<file path="src/rtl/sync_timing_monitor.sv">
// Receive-side video timing monitor: measures h/v timing from h_sync, v_sync and
// active, publishes results once per frame and asserts locked once they stay stable.
module sync_timing_monitor #(
   parameter int H_W         = 12,
   parameter int V_W         = 10,
   parameter int LOCK_FRAMES = 2
) (
   input  logic           clk,
   input  logic           reset,
   input  logic           h_sync,
   input  logic           v_sync,
   input  logic           active,
   output logic [H_W-1:0] h_total,
   output logic [H_W-1:0] h_active,
   output logic [H_W-1:0] h_sync_width,
   output logic [V_W-1:0] v_total,
   output logic [V_W-1:0] v_active,
   output logic [V_W-1:0] v_sync_width,
   output logic           frame_valid,
   output logic           locked,
   output logic           error
);

   localparam logic [H_W-1:0] H_ONE  = H_W'(1);
   localparam logic [H_W-1:0] H_MAX  = {H_W{1'b1}};
   localparam logic [H_W-1:0] H_PRE  = H_MAX - H_ONE;
   localparam logic [V_W-1:0] V_ONE  = V_W'(1);
   localparam logic [V_W-1:0] V_MAX  = {V_W{1'b1}};
   localparam logic [V_W-1:0] V_PRE  = V_MAX - V_ONE;
   localparam logic [3:0]     LOCK_N = 4'(LOCK_FRAMES);

   typedef enum logic [1:0] {SEARCH, MEASURE, LOCKED} state_t;

   state_t         state;
   logic [3:0]     match_cnt;

   logic           h_sync_q, h_sync_qq, v_sync_q, v_sync_qq, active_q;
   logic [H_W-1:0] pc, ac, first_len, first_ac, hsw;
   logic [V_W-1:0] lc, vsc, vac;
   logic           line_seen, h_ok;

   logic           line_start, frame_start, h_fall, line_end;
   logic           pc_ovf, lc_ovf, ovf;
   logic           len_bad, ac_bad, line_bad, h_ok_end;
   logic [H_W-1:0] first_len_end, first_ac_end;
   logic [V_W-1:0] vac_end;
   logic           same, match_ok;
   logic [3:0]     mc_next;

   assign line_start  = h_sync_q & ~h_sync_qq;
   assign frame_start = v_sync_q & ~v_sync_qq;
   assign h_fall      = ~h_sync_q & h_sync_qq;
   // The very first line start after reset/overflow has no measured line behind it.
   assign line_end    = line_start & line_seen;

   assign pc_ovf = ~line_start && (pc == H_PRE);
   assign lc_ovf = line_start && ~frame_start && (lc == V_PRE);
   assign ovf    = pc_ovf | lc_ovf;

   assign len_bad  = line_end && (first_len != '0) && (pc != first_len);
   assign ac_bad   = line_end && (ac != '0) && (first_ac != '0) && (ac != first_ac);
   assign line_bad = len_bad | ac_bad;
   assign h_ok_end = h_ok & ~line_bad;

   // "_end" values fold in a line that ends on the frame-start cycle.
   assign first_len_end = (line_end && first_len == '0) ? pc : first_len;
   assign first_ac_end  = (line_end && first_ac == '0) ? ac : first_ac;
   assign vac_end       = (line_end && ac != '0) ? vac + V_ONE : vac;

   assign same = (h_total == first_len_end) && (h_active == first_ac_end) &&
                 (h_sync_width == hsw) && (v_total == lc) &&
                 (v_active == vac_end) && (v_sync_width == vsc);
   assign match_ok = h_ok_end & same;
   assign mc_next  = match_ok ? match_cnt + 4'd1 : 4'd0;

   always_ff @(posedge clk or posedge reset) begin
      if (reset) begin
         h_sync_q  <= 1'b0;
         h_sync_qq <= 1'b0;
         v_sync_q  <= 1'b0;
         v_sync_qq <= 1'b0;
         active_q  <= 1'b0;
         pc        <= '0;
         ac        <= '0;
         first_len <= '0;
         first_ac  <= '0;
         hsw       <= '0;
         lc        <= '0;
         vsc       <= '0;
         vac       <= '0;
         line_seen <= 1'b0;
         h_ok      <= 1'b0;
      end else begin
         h_sync_q  <= h_sync;
         h_sync_qq <= h_sync_q;
         v_sync_q  <= v_sync;
         v_sync_qq <= v_sync_q;
         active_q  <= active;

         if (line_start)
            pc <= H_ONE;
         else if (pc != H_MAX)
            pc <= pc + H_ONE;

         if (line_start)
            ac <= active_q ? H_ONE : '0;
         else if (active_q && ac != H_MAX)
            ac <= ac + H_ONE;

         if (h_fall)
            hsw <= pc;

         if (ovf)
            line_seen <= 1'b0;
         else if (line_start)
            line_seen <= 1'b1;

         if (frame_start) begin
            first_len <= '0;
            first_ac  <= '0;
            vac       <= '0;
            h_ok      <= 1'b1;
            lc        <= V_ONE;
            vsc       <= line_start ? V_ONE : '0;
         end else begin
            if (line_end) begin
               first_len <= first_len_end;
               first_ac  <= first_ac_end;
               vac       <= vac_end;
               h_ok      <= h_ok_end;
            end
            if (line_start && lc != V_MAX)
               lc <= lc + V_ONE;
            if (line_start && v_sync_q && vsc != V_MAX)
               vsc <= vsc + V_ONE;
         end
         if (ovf)
            h_ok <= 1'b0;
      end
   end

   always_ff @(posedge clk or posedge reset) begin
      if (reset) begin
         state        <= SEARCH;
         match_cnt    <= 4'd0;
         h_total      <= '0;
         h_active     <= '0;
         h_sync_width <= '0;
         v_total      <= '0;
         v_active     <= '0;
         v_sync_width <= '0;
         frame_valid  <= 1'b0;
         locked       <= 1'b0;
         error        <= 1'b0;
      end else begin
         frame_valid <= 1'b0;
         error       <= ovf | (line_bad & h_ok);
         if (ovf) begin
            state        <= SEARCH;
            match_cnt    <= 4'd0;
            h_total      <= '0;
            h_active     <= '0;
            h_sync_width <= '0;
            v_total      <= '0;
            v_active     <= '0;
            v_sync_width <= '0;
            locked       <= 1'b0;
         end else if (frame_start) begin
            if (state == SEARCH) begin
               state     <= MEASURE;
               match_cnt <= 4'd0;
            end else begin
               h_total      <= first_len_end;
               h_active     <= first_ac_end;
               h_sync_width <= hsw;
               v_total      <= lc;
               v_active     <= vac_end;
               v_sync_width <= vsc;
               frame_valid  <= 1'b1;
               if (match_ok && mc_next >= LOCK_N) begin
                  state     <= LOCKED;
                  match_cnt <= LOCK_N;
                  locked    <= 1'b1;
               end else begin
                  state     <= MEASURE;
                  match_cnt <= mc_next;
                  locked    <= 1'b0;
               end
            end
         end
      end
   end

endmodule

</file>
<file path="config.mk">
export PLATFORM = sky130hd
export DESIGN_NAME = sync_timing_monitor
export DESIGN_NICKNAME = d
export VERILOG_FILES = /design/src/rtl/sync_timing_monitor.sv
export SDC_FILE = /design/constraint.sdc
export NUM_CORES = 1
export LEC_CHECK = 0
export CAP_MARGIN = 25
export CORE_MARGIN = 4
export CORE_UTILIZATION = 35
export DETAILED_ROUTE_END_ITERATION = 16
export PLACE_DENSITY_LB_ADDON = 0.1
export SLEW_MARGIN = 30
export SYNTH_ARGS = -nofsm -noshare
export SYNTH_HDL_FRONTEND = slang
export SYNTH_SLANG_ARGS = --single-unit
</file>
<file path="constraint.sdc">
create_clock -name clk -period 7.39 [get_ports clk]
set_clock_uncertainty 0.05 [all_clocks]
set_input_delay 1.8475 -clock clk [delete_from_list [all_inputs] [get_ports clk]]
set_output_delay 1.8475 -clock clk [all_outputs]
set_load 0.01 [all_outputs]
</file>
* Yosys cells after proc, flatten, opt, wreduce, memory -nomap -nowiden
Cells that the tools add are included.
** Word-level totals
- Output and inout bits :: 69
- Memory bits (read-only) :: 0
- Input port bits :: 5
- Bits in latches :: 0
- Logic and storage cells :: 157
- Memory bits (writable) :: 0
- Memories kept :: 0
- Register bits after elaboration :: 172
** Cells by class
- Div/mod/pow operators :: 0
- Shift operators :: 0
- Reductions and logical operators :: 35
- Add/sub/neg operators :: 6
- Bitwise gates (word level) :: 16
- Order comparisons :: 1
- Eq/ne operators :: 15
- Multiply operators :: 0
- Muxes and demuxes :: 58
** Operators with widths (count)
- $mux W12 :: 19
- $mux W10 :: 16
- $eq A12 B12 Y1 :: 3
- $reduce_bool A12 Y1 :: 3
- $add A10 B1 Y10 const B :: 3
- $eq A10 B10 Y1 :: 3
- $add A12 B1 Y12 const B :: 2
- $logic_not A12 Y1 :: 2
- $ne A12 B12 Y1 :: 2
- $ne A12 B12 Y1 const B :: 2
- $logic_and A1 B1 Y1 :: 20
- $mux W4 :: 5
- $ne A10 B10 Y1 const B :: 2
- $mux W1 :: 14
- $reduce_bool A2 Y1 :: 7
- $eq A12 B12 Y1 const B :: 1
- $eq A10 B10 Y1 const B :: 1
- $mux W2 :: 4
- $and A1 B1 Y1 :: 7
- $not A1 Y1 :: 6
- $add A4 B1 Y4 const B :: 1
- $ge A4 B2 Y1 const B :: 1
- $or A1 B1 Y1 :: 3
- $reduce_bool A3 Y1 :: 1
- 3 further kinds :: 3

* Logic depth before layout (Yosys ltp)
Gate-level depths: netlist of run 1.
- Depth in word-level cells :: 19
- Gate-level depth with buffers :: 11
- Mapped depth without buffers :: 10

* Worst setup path after synthesis of run 1
Ideal clock, no wire load.
- Path kind :: reg-to-reg
- From :: register first_ac[9]
- To :: register state[0]
- Path slack :: 4099 ps
- Stages on the path, launching flop included :: 9
- Required time :: 7207 ps
- Library setup time :: 133 ps
- Arrival :: 3109 ps
- Clock period less this slack :: 3291 ps
- Buffers on the path :: 0
- Cell sequence :: dfrtp_1 > or4_1 > nor4_1 > a21oi_1 > xnor2_1 > or4_1 > nor4_4 > nand4_2 > nor3b_1
** On the way
- Cells in the longest elaborated chain, start to end :: 17
- Elaborated cells on any way between the ends :: 24
- Classes of those cells :: order compare (1); eq/ne (2); mux (6); bitwise (4); reduce/logical (11)
** Ends and longest elaborated chain
- from (decl) :: RTL line 38 : logic [H_W-1:0] pc, ac, first_len, first_ac, hsw;
- from (signal assigned) :: RTL line 128 : first_ac <= first_ac_end;
- $logic_not A12 Y1 :: RTL line 67 : assign first_ac_end = (line_end && first_ac == '0) ? ac : first_ac;
- $logic_and A1 B1 Y1 :: RTL line 67
- $mux W12 :: RTL line 67
- $eq A12 B12 Y1 :: RTL line 70 : assign same = (h_total == first_len_end) && (h_active == first_ac_end) &&
- $logic_and A1 B1 Y1 (2 in a row) :: RTL line 70
- $logic_and A1 B1 Y1 (2 in a row) :: RTL line 71 : (h_sync_width == hsw) && (v_total == lc) &&
- $logic_and A1 B1 Y1 :: RTL line 72 : (v_active == vac_end) && (v_sync_width == vsc);
- $and A1 B1 Y1 (*) :: RTL line 73 : assign match_ok = h_ok_end & same;
- $mux W4 :: RTL line 74 : assign mc_next = match_ok ? match_cnt + 4'd1 : 4'd0;
- $ge A4 B2 Y1 :: RTL line 180 : if (match_ok && mc_next >= LOCK_N) begin
- $logic_and A1 B1 Y1 (*) :: RTL line 180
- $mux W2 (*) :: RTL line 180
- $mux W2 (*) :: RTL line 169 : if (state == SEARCH) begin
- $mux W2 (*) :: RTL line 168 : end else if (frame_start) begin
- $mux W2 (*) :: RTL line 158 : if (ovf) begin
- to (signal assigned) :: RTL line 159 : state <= SEARCH;
- to (signal assigned) :: RTL line 170 : state <= MEASURE;
- to (signal assigned) :: RTL line 181 : state <= LOCKED;
- to (decl) :: RTL line 34 : state_t state;
Mark *: on every way between the ends. The rest lies on a longest branch, timed or not. The select of a mux whose other input is x is not followed.
A chain may end at the register's enable or synchronous reset.

* Final worst setup path of run 1
- From :: register vac[0]
- To :: register state[0]
** On the way
- Cells in the longest elaborated chain, start to end :: 13
** Ends and longest elaborated chain
- from (decl) :: RTL line 39 : logic [V_W-1:0] lc, vsc, vac;
- from (signal assigned) :: RTL line 129 : vac <= vac_end;
- $add A10 B1 Y10 :: RTL line 68 : assign vac_end = (line_end && ac != '0) ? vac + V_ONE : vac;
- $mux W10 (*) :: RTL line 68
- $eq A10 B10 Y1 (*) :: RTL line 72
- $logic_and A1 B1 Y1 (*) :: RTL line 71
- $logic_and A1 B1 Y1 (*) :: RTL line 72
- $and A1 B1 Y1 (*) :: RTL line 73
- $mux W4 :: RTL line 74
- $ge A4 B2 Y1 :: RTL line 180
- $logic_and A1 B1 Y1 (*) :: RTL line 180
- $mux W2 (*) :: RTL line 180
- $mux W2 (*) :: RTL line 169
- $mux W2 (*) :: RTL line 168
- $mux W2 (*) :: RTL line 158
Marked as above.

==> results.md, run 1 <==
Worst setup path:
- The worst register-to-register path has a depth of 8.
- The critical path launch point type is a flip-flop.
- Data arrives at the worst endpoint at 4.00 ns.
- The most critical setup path has its startpoint at vac[0].
- The critical path class is reg -> reg.
- The worst register-to-register path begins at vac[0].
- The kind of end point of the critical path is a flip-flop.
- The top fanout value on the critical path is 9.
- At the worst endpoint, the required time is 7.64 ns.

Drt:
- The remaining antenna violation count is 0.
- In the routed layout, each cell is associated on average with a via count of 5.36.
- After detailed routing, the average wire length per cell comes to 19.8 um.
- The overall routed net length is 26300 um.
- For this block, the initial DRC count from the detailed router was 594.
- The routed layout has 7105 vias.
- For this run, the detailed router's first-pass iteration total came to 5.
- In the routed design, unresolved DRC markers number 0.

Timing:
- Derived from the worst setup path, the maximum achievable clock frequency is 267 MHz.
- The final critical-path setup slack is 3.64 ns.
- In the final timing run, aggregate negative setup slack is 0 ns.
- In the finished design, the share of the clock period the worst path needs comes to 50.7%.
- The count of final max-slew check failures was 0.
- The final period demand of the worst path is between 3 and 4 ns.
- The number of hold violations in the final report is 0.
- Setup violations remaining at the end of the flow were counted as 0.
- The worst-case hold slack is 0.429 ns.
- Setup repair after global routing left no endpoint under its margin.
- The headroom to the max-slew limit is 36.1%.
- For the pin with the worst max-slew slack, the measured transition is 0.952 ns.

Die:
- The floorplan has 58 rows.
- Measured along the x axis, the die boundary spans 169 um.
- For this design the top-level I/O count stands at between 70 and 80.
- The floorplan core area is 0.0253 mm2.
- The full die area is roughly 0.028 mm2.
- Once the floorplan was initialized, standard cells occupied 35.7% of the core.
- The height of the die is 169 um.

Finish:
- The post-route core utilization is 41.9%.
- Of the cells placed in the final design, the portion with a size suffix greater than 1 is 7.33%.
- The area of all placed cells without fillers is 0.0106 mm2.
- The number of standard cells in the final layout excluding fillers is 1326.
- The final antenna diode count is 0.
- The number of inserted filler cells in the final layout is 2527.
- After the last flow step, the layout net total stands at 998.
- The relative area change from synthesis to final layout is 17.1%.

Global route:
- The total grt overflow is 0.
- The via count of the first global-routing pass was 6855.
- The initial antenna violation count is 0.
- The first global-routing pass estimated about 42000 um of wire.
- Entering global routing, the biggest net connects 89 pins.
- Global routing consumed, over all layers together, 18.7% of the routing resources.

Power and ir drop:
- The worst-case IR drop observed on VDD is 0.000141 V.
- After layout, the design draws a total of around 2.7 mW.
- For this design the ratio of total power to cell area is 255 mW/mm2.
- Summed over all cells, the static leakage comes to 4.50 nW.

Logic synthesis:
- For this run, the number of Yosys warnings is 0.
- The number of enable flip-flop cells after synthesis is 0.
- Yosys attributes the largest share of cell area to dfrtp_1, xor2_1, xnor2_1, nor2_1, nand2_1.
- The post-synthesis cell count is approximately 950.
- The synthesized area per cell is 9.49 um2.
- The cell taking the most area after synthesis is dfrtp_1.
- The most used flip-flop cell after synthesis is dfrtp_1.
- The share of async-settable or async-resettable flops after synthesis is 100%.
- In the synthesized netlist, the cells that appear most often are dfrtp_1, nor2_1, nand2_1, xor2_1, a21oi_1.
- Counting distinct cell types in the post-synthesis netlist gives 69.
- The number of nets produced by synthesis is 965.
- The synthesized design contains 172 register bits.
- The area share of the largest cell type after synthesis is 47.7%.
- The most numerous cell in the Yosys netlist is dfrtp_1.
- The cell area after synthesis is between 0.009 and 0.01 mm2.
- The share of the yosys chip area belonging to registers is 47.7%.

CTS:
- In this run, post-CTS hold repair placed 0 buffers.
- The maximum clock insertion buffer count is 2.
- The worst-skew pair later-pin latency is 0.44 ns.
- The clock tree from TritonCTS is yes.
- Post-CTS timing repair inserted 0 buffers for setup.
- The quantity of gates resized following cts is 0.
- The TritonCTS buffer count is 17.
- The clock transition at the registers of the reported paths is 0.07 ns.
- The tree is rooted in a clkbuf_16.
- The H-tree was split into 4 levels.
- The number of clock sinks is ~170.

Placed design:
- The standard cell area after detailed placement is 0.00998 mm2.
- The number of placed instances, taps included, is 1295.
- Timing analysis after detailed placement gives a worst setup slack of 3.63 ns.
- Routability-driven placement finished with a final weighted congestion of about 0.83.
- The wire-length estimate of the detail-placed layout is 18400 um.
- Buffers placed on the I/O ports in this run total 73.

Outcome:
- The run finished with clean final reports.

Worst hold path:
- The number of stages on the worst hold path is 0.
- In this run the worst hold path is classified as reg -> reg.
- The source of the worst hold timing path is v_sync_q.

Run:
- Across the run, the number of max-cap violations was 0.
## power breakdown
group	internal (mW)	switching, mW	total, mW
clock	0.493	0.397	0.890
combinational	0.284	0.332	0.616
sequential	1.04	0.160	1.20
total	1.81	0.889	2.70
## final timing paths
path	end	slack, ns
worst max-delay path	state[0]	3.64
worst min-delay path	v_sync_qq	0.43
worst max register to register	state[0]	3.64
worst min register to register	v_sync_qq	0.43
max in group asynchronous	first_len[2]	4.18
min in group asynchronous	pc[9]	1.89
## layout by cell type (no fill, tap or decap), types with 7 or more instances in the layout
master	n
buf_4	9
a21oi_1	60
a211oi_1	38
dfrtp_1	172
inv_1	11
nand2_1	102
nand4_1	25
clkbuf_16	17
or4_1	8
nor3_1	13
xnor2_1	54
a41oi_1	7
and3_1	8
nand2b_1	8
xor2_1	73
nand3_1	29
ha_1	9
nor2_1	117
o21ai_0	15
nor4_1	21
mux2_2	12
clkdlybuf4s50_1	73
or3_1	8
## layer usage
| metal | vias to the layer above | track usage (%) | share of wire [%] |
|---|---|---|---|
| met3 | 21 | 3.57 | 4.7 |
| met1 | 3488 | 27.7 | 49 |
| li1 | 3418 | - | - |
| met5 | - | 0 | 0 |
| met2 | 178 | 28.8 | 45 |
| met4 | 0 | 3.92 | 1.2 |
## sequential cells by signal (all words and copies together), names as in the netlist, 2 cells and up
name and count:
ac 12, first_ac 12, first_len 12, h_active 12, h_sync_width 12, h_total 12, hsw 12, lc 10
match_cnt 4, pc 12, state 2, v_active 10, v_sync_width 10, v_total 10, vac 10, vsc 10
## logic make-up after synthesis
| logic type | Yosys count | synth area share (%) |
|---|---|---|
| DFF | 172 | 47.7 |
| adders and majority gates | 9 | 1.25 |
| xor gates and xnor gates | 127 | 12.3 |
| and+or+nand+nor | 381 | 21.0 |
| muxes | 16 | 1.94 |
| buffers and inverters | 80 | 3.71 |
| AOI/OAI and AO/OA | 166 | 12.1 |
## worst max-delay path, cell delays in order, from the launching register on
cell and delay [ns]:
dfrtp_1 0.49, ha_1 0.29, nand4b_1 0.47, a2111oi_0 0.85, o2111ai_1 0.21, or4_4 0.54, nor4_4 0.35, nand4_2 0.19
nor3b_1 0.18
## layout make-up
class	count	area [um2]	share of cell area (%)
clock buffers	20	467	4.41
well taps	330	413	3.90
repair buffers	82	798	7.55
flip-flops and latches	172	4300	40.7
inverters	12	50.0	0.473
clock inverters	11	110	1.04
multi-input cells	699	4430	41.9
Note: power is estimated with default switching activity, not from simulation.
==> run 2, diff against run 1 <==
- clock period: 7.39 -> 3.7 ns (I/O delays scaled with it)
==> results.md, run 2 (synthesis gave the netlist of run 1 again) <==
Drt:
- The remaining antenna violation count came to 0 (unchanged).
- The average vias per placed instance is 5.26 (was 5.36).
- The overall routed net length is 26700 um (was 26300 um).
- The number of DRC violations after detailed routing came to 0 (unchanged).
- The DRC violation total after the first TritonRoute iteration is 572 (was 594).
- The wire length per cell after detailed routing is 19.7 um (was 19.8 um).
- The via total after detailed routing is 7135 (was 7105).
- The iteration count of the initial detailed-routing pass is 5 (unchanged).

Power and ir drop:
- The leakage power summed over all cells was 4.66 nW (was 4.50 nW).
- The net switching component of the power is 1.83 mW (was 889 uW).
- The internal power of the cells was 3.71 mW (was 1.81 mW).
- The power density normalized to cell area is 510 mW/mm2 (was 255 mW/mm2).
- The sequential share of power is 42.7% (was 44.2%).
- The net switching fraction of the power is 33.1% (was 32.9%).
- The portion of total power attributed to the clock network is 33.7% (was 32.9%).
- The relative contribution of combinational cells to total power came to 23.6% (was 22.8%).
- The largest vdd supply drop is 0.000285 V (was 0.000141 V).

CTS:
- The clock transition at the registers of the reported paths is 0.08 ns (was 0.07 ns).
- The clock root buffer is clkbuf_16 (unchanged).
- The maximum clock insertion buffer count is 2 (unchanged).
- The number of clock sinks was 172 (unchanged).
- The clock tree from TritonCTS is yes (unchanged).
- The worst-skew pair later-pin latency is 0.44 ns (about the same).
- The total of hold buffers inserted after clock tree synthesis is 0 (unchanged).
- The H-tree depth is 4 (unchanged).
- The TritonCTS buffer count is 17 (unchanged).

Outcome:
- Status: finished, final reports clean (unchanged).

Finish:
- The final antenna diode count came to 0 (unchanged).
- The area of all placed cells without fillers is 0.0109 mm2 (was 0.0106 mm2).
- The most common cell after layout, fill and taps aside is dfrtp_1 (unchanged).
- Top library cells by usage in the layout, fill and taps aside: dfrtp_1, nor2_1, nand2_1 (unchanged).
- The register area is 0.00430 mm2 (unchanged).
- The relative area change from synthesis to final layout came to 20.4% (was 17.1%).
- The proportion of layout cells with a drive suffix above 1 is 9.94% (was 7.33%).
- The area of the multi-input gates is 0.00444 mm2 (was 0.00443 mm2).
- The number of inserted filler cells in the final layout is 2481 (was 2527).
- The final layout net count is 1027 (was 998).

Timing:
- The share of the cycle needed by the critical path after routing was 91.7% (was 50.7%).
- The transition at the pin with the smallest max-transition slack is 0.819 ns (was 0.952 ns).
- The final period demand of the worst path is 3.39 ns (was 3.75 ns).
- The number of hold violations in the final report is 0 (unchanged).
- The final critical-path setup slack was 0.308 ns (was 3.64 ns).
- The headroom to the max-slew limit was 45.0% (was 36.1%).
- The maximum clock rate came to 295 MHz (was 267 MHz).
- The count of final max-slew check failures is 0 (unchanged).
- The setup total negative slack is 0 ns (unchanged).
- Setup repair after global routing missed its margin: no (unchanged).
- The number of failing setup endpoints in the final timing report is 0 (unchanged).

Worst setup path:
- The critical path data required time is 3.95 ns (was 7.64 ns).
- The cell family contributing the most delay on the critical path is simple AND/OR/NAND/NOR gates (unchanged).
- The total buffers and inverters traversed by the critical path is 0 (unchanged).
- The kind of end point of the critical path is a flip-flop (unchanged).
- Ordered cell list for the critical path: or4_1 > nor4_1 > o21ai_0 > a22o_1 > or4_1 > nor4_1 > nand4_2 > nor3b_1 (was ha_1 > nand4b_1 > a2111oi_0 > o2111ai_1 > or4_4 > nor4_4 > nand4_2 > nor3b_1).
- The critical path launch point type is a flip-flop (unchanged).
- The critical path class is reg -> reg (unchanged).
- The worst-path cell with the longest stage delay is or4_1 (was a2111oi_0).
- The top fanout value on the critical path is 4 (was 9).
- The data arrival time at the worst-slack endpoint came to 3.65 ns (was 4.00 ns).
- The largest stage delay on the critical path is 0.65 ns (was 0.85 ns).

Die:
- The I/O pin count is 74 (unchanged).
- The site row count came to 58 (unchanged).
- The full die area is 0.0284 mm2 (unchanged).
- The die width came to 169 um (unchanged).
- The floorplan core area is 0.0253 mm2 (unchanged).
- The initial cell density of the core is 35.7% (unchanged).
- The height of the die is 169 um (unchanged).

Worst hold path:
- The worst min-delay path category is reg -> reg (unchanged).

Global route:
- The initial antenna violation count was 0 (unchanged).
- The via count of the first global-routing pass came to 7154 (was 6855).
- The pin count of the biggest net entering global routing is 64 (was 89).
- The global-route wire length before repair is 42900 um (was 41700 um).
- The total grt overflow is 0 (unchanged).
- The overall global routing resource usage came to 19.2% (was 18.7%).

Run:
- The number of maximum-capacitance constraint violations is 0 (unchanged).

Placed design:
- The minimum setup slack after placement came to 0.0515 ns (was 3.63 ns).
- The standard cell area after detailed placement is 0.0102 mm2 (was 0.00998 mm2).
- The number of input and output port buffers inserted came to 73 (unchanged).
- The half-perimeter wire length of the detailed placement result is 19200 um (was 18400 um).
- The final estimated routing congestion in global placement came to 0.925 (was 0.828).
run 2: cell count changes in the layout (fill, tap and decap cells not counted), sizes merged:
cell,delta
buf,+28
clkbuf,-3
inv,+2
bufinv,+1
clkinvlp,+1
nor3,+1
run 2: power groups by stage:
| stage | Sequential [mW] | Clock, mW | Combinational, mW |
|---|---|---|---|
| 2_1_floorplan | 2.32 | 0 | 0.785 |
| 3_3_place_gp | 2.40 | 0 | 1.29 |
| 3_5_place_dp | 2.40 | 0 | 1.29 |
| 4_1_cts | 2.37 | 1.91 | 1.30 |
| 5_1_grt | 2.41 | 1.98 | 1.43 |
| 6_report | 2.37 | 1.87 | 1.31 |
run 2: cell type report:
class                   instances  share of cell area, %
multi-input cells             700                   40.8
clock buffers                  17                   3.91
repair buffers                110                   9.74
inverters                      12                  0.449
flip-flops and latches        172                   39.6
well taps                     330                   3.80
clock inverters                15                   1.68
run 2: path summary, 6_finish.rpt:
| kind | from | end | slack, ns | depth (start not counted) |
|---|---|---|---|---|
| max in group asynchronous | reset | h_active[1] | 1.89 | 3 |
| max reg2reg | first_ac[3] | state[0] | 0.31 | 8 |
| min | v_sync_q | v_sync_qq | 0.44 | 0 |
| min in group asynchronous | reset | hsw[6] | 0.92 | 2 |
| min reg2reg | v_sync_q | v_sync_qq | 0.44 | 0 |
| max | first_ac[3] | state[0] | 0.31 | 8 |
run 2: metal layers:
layer | vias up | track usage [%] | routed length [um]
met5 | - | 0 | 0
met4 | 0 | 5.12 | 443
met3 | 27 | 3.34 | 1090
met2 | 172 | 29.5 | 12100
met1 | 3468 | 28.2 | 13000
li1 | 3468 | - | -
run 2: metrics by stage:
stage               hold slack (ns)  total power [mW]  utilization [%]  std cells
global route                  0.446              5.82             43.0       1356
floorplan                     0.305              3.11                -        951
global placement              0.422              3.70             40.4       1320
detailed placement            0.419              3.69             40.4       1320
finish                        0.440              5.54             43.0       1356
CTS                           0.445              5.58             42.8       1352
run 2: timing repair:
action	CTS	global route
resized for setup	0	4
setup buffers	0	3
setup endpoints to repair	0	5
==> run 3, diff against run 2 <==
--- a/config.mk
+++ b/config.mk
@@ -7,4 +7,6 @@
 export LEC_CHECK = 0
 export CAP_MARGIN = 25
+export CELL_PAD_IN_SITES_DETAIL_PLACEMENT = 0
+export CELL_PAD_IN_SITES_GLOBAL_PLACEMENT = 1
 export CORE_MARGIN = 4
 export CORE_UTILIZATION = 35
==> constraint.sdc (replaced) <==
create_clock -name clk -period 3.75 [get_ports clk]
set_clock_uncertainty 0.05 [all_clocks]
set_input_delay 0.9375 -clock clk [delete_from_list [all_inputs] [get_ports clk]]
set_output_delay 0.9375 -clock clk [all_outputs]
set_load 0.02 [all_outputs]
==> results.md, run 3 (synthesis gave the netlist of run 1 again) <==
Outcome:
- Status: finished, final reports clean (unchanged).

Timing:
- The final period demand of the worst path came to 3.52 ns (was 3.39 ns).
- The setup total negative slack is 0 ns (unchanged).
- The share of the cycle needed by the critical path after routing is 94.0% (was 91.7%).
- The count of final max-slew check failures was 0 (unchanged).
- The maximum clock rate is 284 MHz (was 295 MHz).
- The transition at the pin with the smallest max-transition slack was 0.895 ns (was 0.819 ns).
- The number of failing setup endpoints in the final timing report is 0 (unchanged).
- Setup repair after global routing missed its margin: no (unchanged).
- The headroom to the max-slew limit was 39.9% (was 45.0%).
- The number of hold violations in the final report is 0 (unchanged).

Die:
- The site row count was 58 (unchanged).
- The full die area came to 0.0284 mm2 (unchanged).
- The floorplan core area is 0.0253 mm2 (unchanged).
- The initial cell density of the core is 35.7% (unchanged).
- The I/O pin count is 74 (unchanged).
- The height of the die is 169 um (unchanged).
- The die width is 169 um (unchanged).

Global route:
- The routing usage on met2 is 30.7% (was 29.5%).
- The most utilized layer in the global route result is met2 (unchanged).
- The via count of the first global-routing pass is 7098 (was 7154).
- The global-route wire length before repair was 43200 um (was 42900 um).
- The total grt overflow is 0 (unchanged).
- The met3 demand-to-capacity share in global routing is 3.78% (was 3.34%).
- The initial antenna violation count came to 0 (unchanged).
- The pin count of the biggest net entering global routing is 91 (was 64).
- The overall global routing resource usage was 19.6% (was 19.2%).
- The global routing met1 resource utilization came to 28.1% (was 28.2%).

Worst setup path:
- The depth of the most critical reg-to-reg path is 8 (unchanged).
- The worst setup slack for register-to-register paths was 0.23 ns (was 0.31 ns).
- The data arrival time at the worst-slack endpoint is 3.79 ns (was 3.65 ns).
- The kind of end point of the critical path is a flip-flop (unchanged).
- The reg-to-reg critical path startpoint is first_len[0] (was first_ac[3]).
- The critical path data required time is 4.01 ns (was 3.95 ns).
- The critical path class is reg -> reg (unchanged).
- The top fanout value on the critical path came to 10 (was 4).
- The critical path launch point type is a flip-flop (unchanged).
- The end of the worst register-to-register path is state[0] (unchanged).

CTS:
- The TritonCTS buffer count is 17 (unchanged).
- The worst-skew pair later-pin latency is 0.45 ns (was 0.44 ns).
- The clock tree from TritonCTS is yes (unchanged).
- The clock transition at the registers of the reported paths came to 0.07 ns (was 0.08 ns).
- The total of hold buffers inserted after clock tree synthesis is 0 (unchanged).
- The clock root buffer is clkbuf_16 (unchanged).
- The maximum clock insertion buffer count is 2 (unchanged).
- The H-tree depth is 4 (unchanged).
- The number of clock sinks came to 172 (unchanged).

Power and ir drop:
- The overall power after layout was 5.48 mW (was 5.54 mW).
- The leakage power summed over all cells is 4.65 nW (was 4.66 nW).
- The largest vdd supply drop is 0.000268 V (was 0.000285 V).
- The power density normalized to cell area is 507 mW/mm2 (was 510 mW/mm2).

Finish:
- The number of inserted filler cells in the final layout is 2546 (was 2481).
- The final antenna diode count came to 0 (unchanged).
- The final layout net count is 1025 (was 1027).
- The proportion of layout cells with a drive suffix above 1 is 9.57% (was 9.94%).
- The relative area change from synthesis to final layout is 19.7% (was 20.4%).
- The most common cell after layout, fill and taps aside is dfrtp_1 (unchanged).
- Top library cells by usage in the layout, fill and taps aside: dfrtp_1, nor2_1, nand2_1 (unchanged).

Run:
- The number of maximum-capacitance constraint violations is 0 (unchanged).

Drt:
- The average vias per placed instance is 5.30 (was 5.26).
- The wire length per cell after detailed routing was 20.2 um (was 19.7 um).
- The number of DRC violations after detailed routing is 0 (unchanged).
- The iteration count of the initial detailed-routing pass is 5 (unchanged).
- The overall routed net length is 27400 um (was 26700 um).
- The via total after detailed routing is 7175 (was 7135).
- The DRC violation total after the first TritonRoute iteration is 449 (was 572).
- The remaining antenna violation count is 0 (unchanged).

Worst hold path:
- The number of stages on the worst hold path is 0 (unchanged).
- The worst min-delay path category is reg -> reg (unchanged).
- The endpoint of the worst hold path is v_sync_qq (unchanged).
- The source of the worst hold timing path is v_sync_q (unchanged).

Placed design:
- The final estimated routing congestion in global placement was 0.841 (was 0.925).
- The number of input and output port buffers inserted came to 73 (unchanged).
- The half-perimeter wire length of the detailed placement result was 19900 um (was 19200 um).
[run 3: cell count changes in the layout (fill, tap and decap cells not counted), sizes merged]
cell,change
buf,-1
bufinv,-1
clkinv,-1
clkinvlp,-1
inv,+3
nor3,-1
[run 3: stage by stage]
| step | area, um2 | hold WS [ns] | cells | utilization, % | worst slack (ns) |
|---|---|---|---|---|---|
| after floorplan | 9030 | 0.305 | 951 | - | 0.458 |
| final | 10800 | 0.419 | 1354 | 42.8 | 0.225 |
| after global placement | 10200 | 0.406 | 1322 | 40.5 | 0.315 |
| after global routing | 10800 | 0.437 | 1354 | 42.8 | 0.0463 |
| after detailed placement | 10200 | 0.407 | 1322 | 40.5 | 0.213 |
| after CTS | 10800 | 0.432 | 1354 | 42.8 | 0.210 |
[run 3: critical path, cell delays in order, from the launching register on]
cell	delay, ns
dfrtp_1	0.44
nor4_1	0.49
and4_1	0.56
mux2i_1	0.44
nand4_1	0.13
or4_4	0.57
nor4_4	0.35
nand4_2	0.19
nor3b_1	0.18
[run 3: cell type report]
type	instances	area [um2]	share of cell area, %
Tap cell	330	413	3.82
Multi-Input combinational cell	699	4410	40.8
Inverter	12	48.8	0.451
Clock buffer	17	425	3.94
Clock inverter	15	153	1.41
Timing Repair Buffer	109	1050	9.72
Sequential cell	172	4300	39.8
[run 3: power breakdown]
group	switching [mW]	leakage (nW)	total, mW	internal [mW]
registers	0.294	2.27	2.33	2.04
logic	0.752	2.10	1.35	0.599
clock network	0.853	0.282	1.79	0.941
total	1.90	4.65	5.48	3.58
[run 3: what timing repair did]
item,in CTS,in global routing
setup endpoints to repair,0,1
setup buffers,0,0
gates resized for setup,0,1
[run 3: how the worst max path moves through the flow]
| stage | slack [ns] | from | to | cells past startpoint |
|---|---|---|---|---|
| floorplan | 0.46 | first_ac[9] | state[0] | 8 |
| detailed placement | 0.21 | vac[0] | state[0] | 8 |
| finish | 0.23 | first_len[0] | state[0] | 8 |
| global route | 0.05 | first_len[0] | state[0] | 9 |
| CTS | 0.21 | vac[0] | state[0] | 8 |
| global placement | 0.32 | ac[0] | state[0] | 10 |
[run 3: per-layer routing]
metal  vias to the layer above  part of all wire [%]
li1                       3477                     -
met1                      3532                    49
met2                       137                    46
met3                        29                   3.7
met4                         0                   1.5
met5                         -                     0
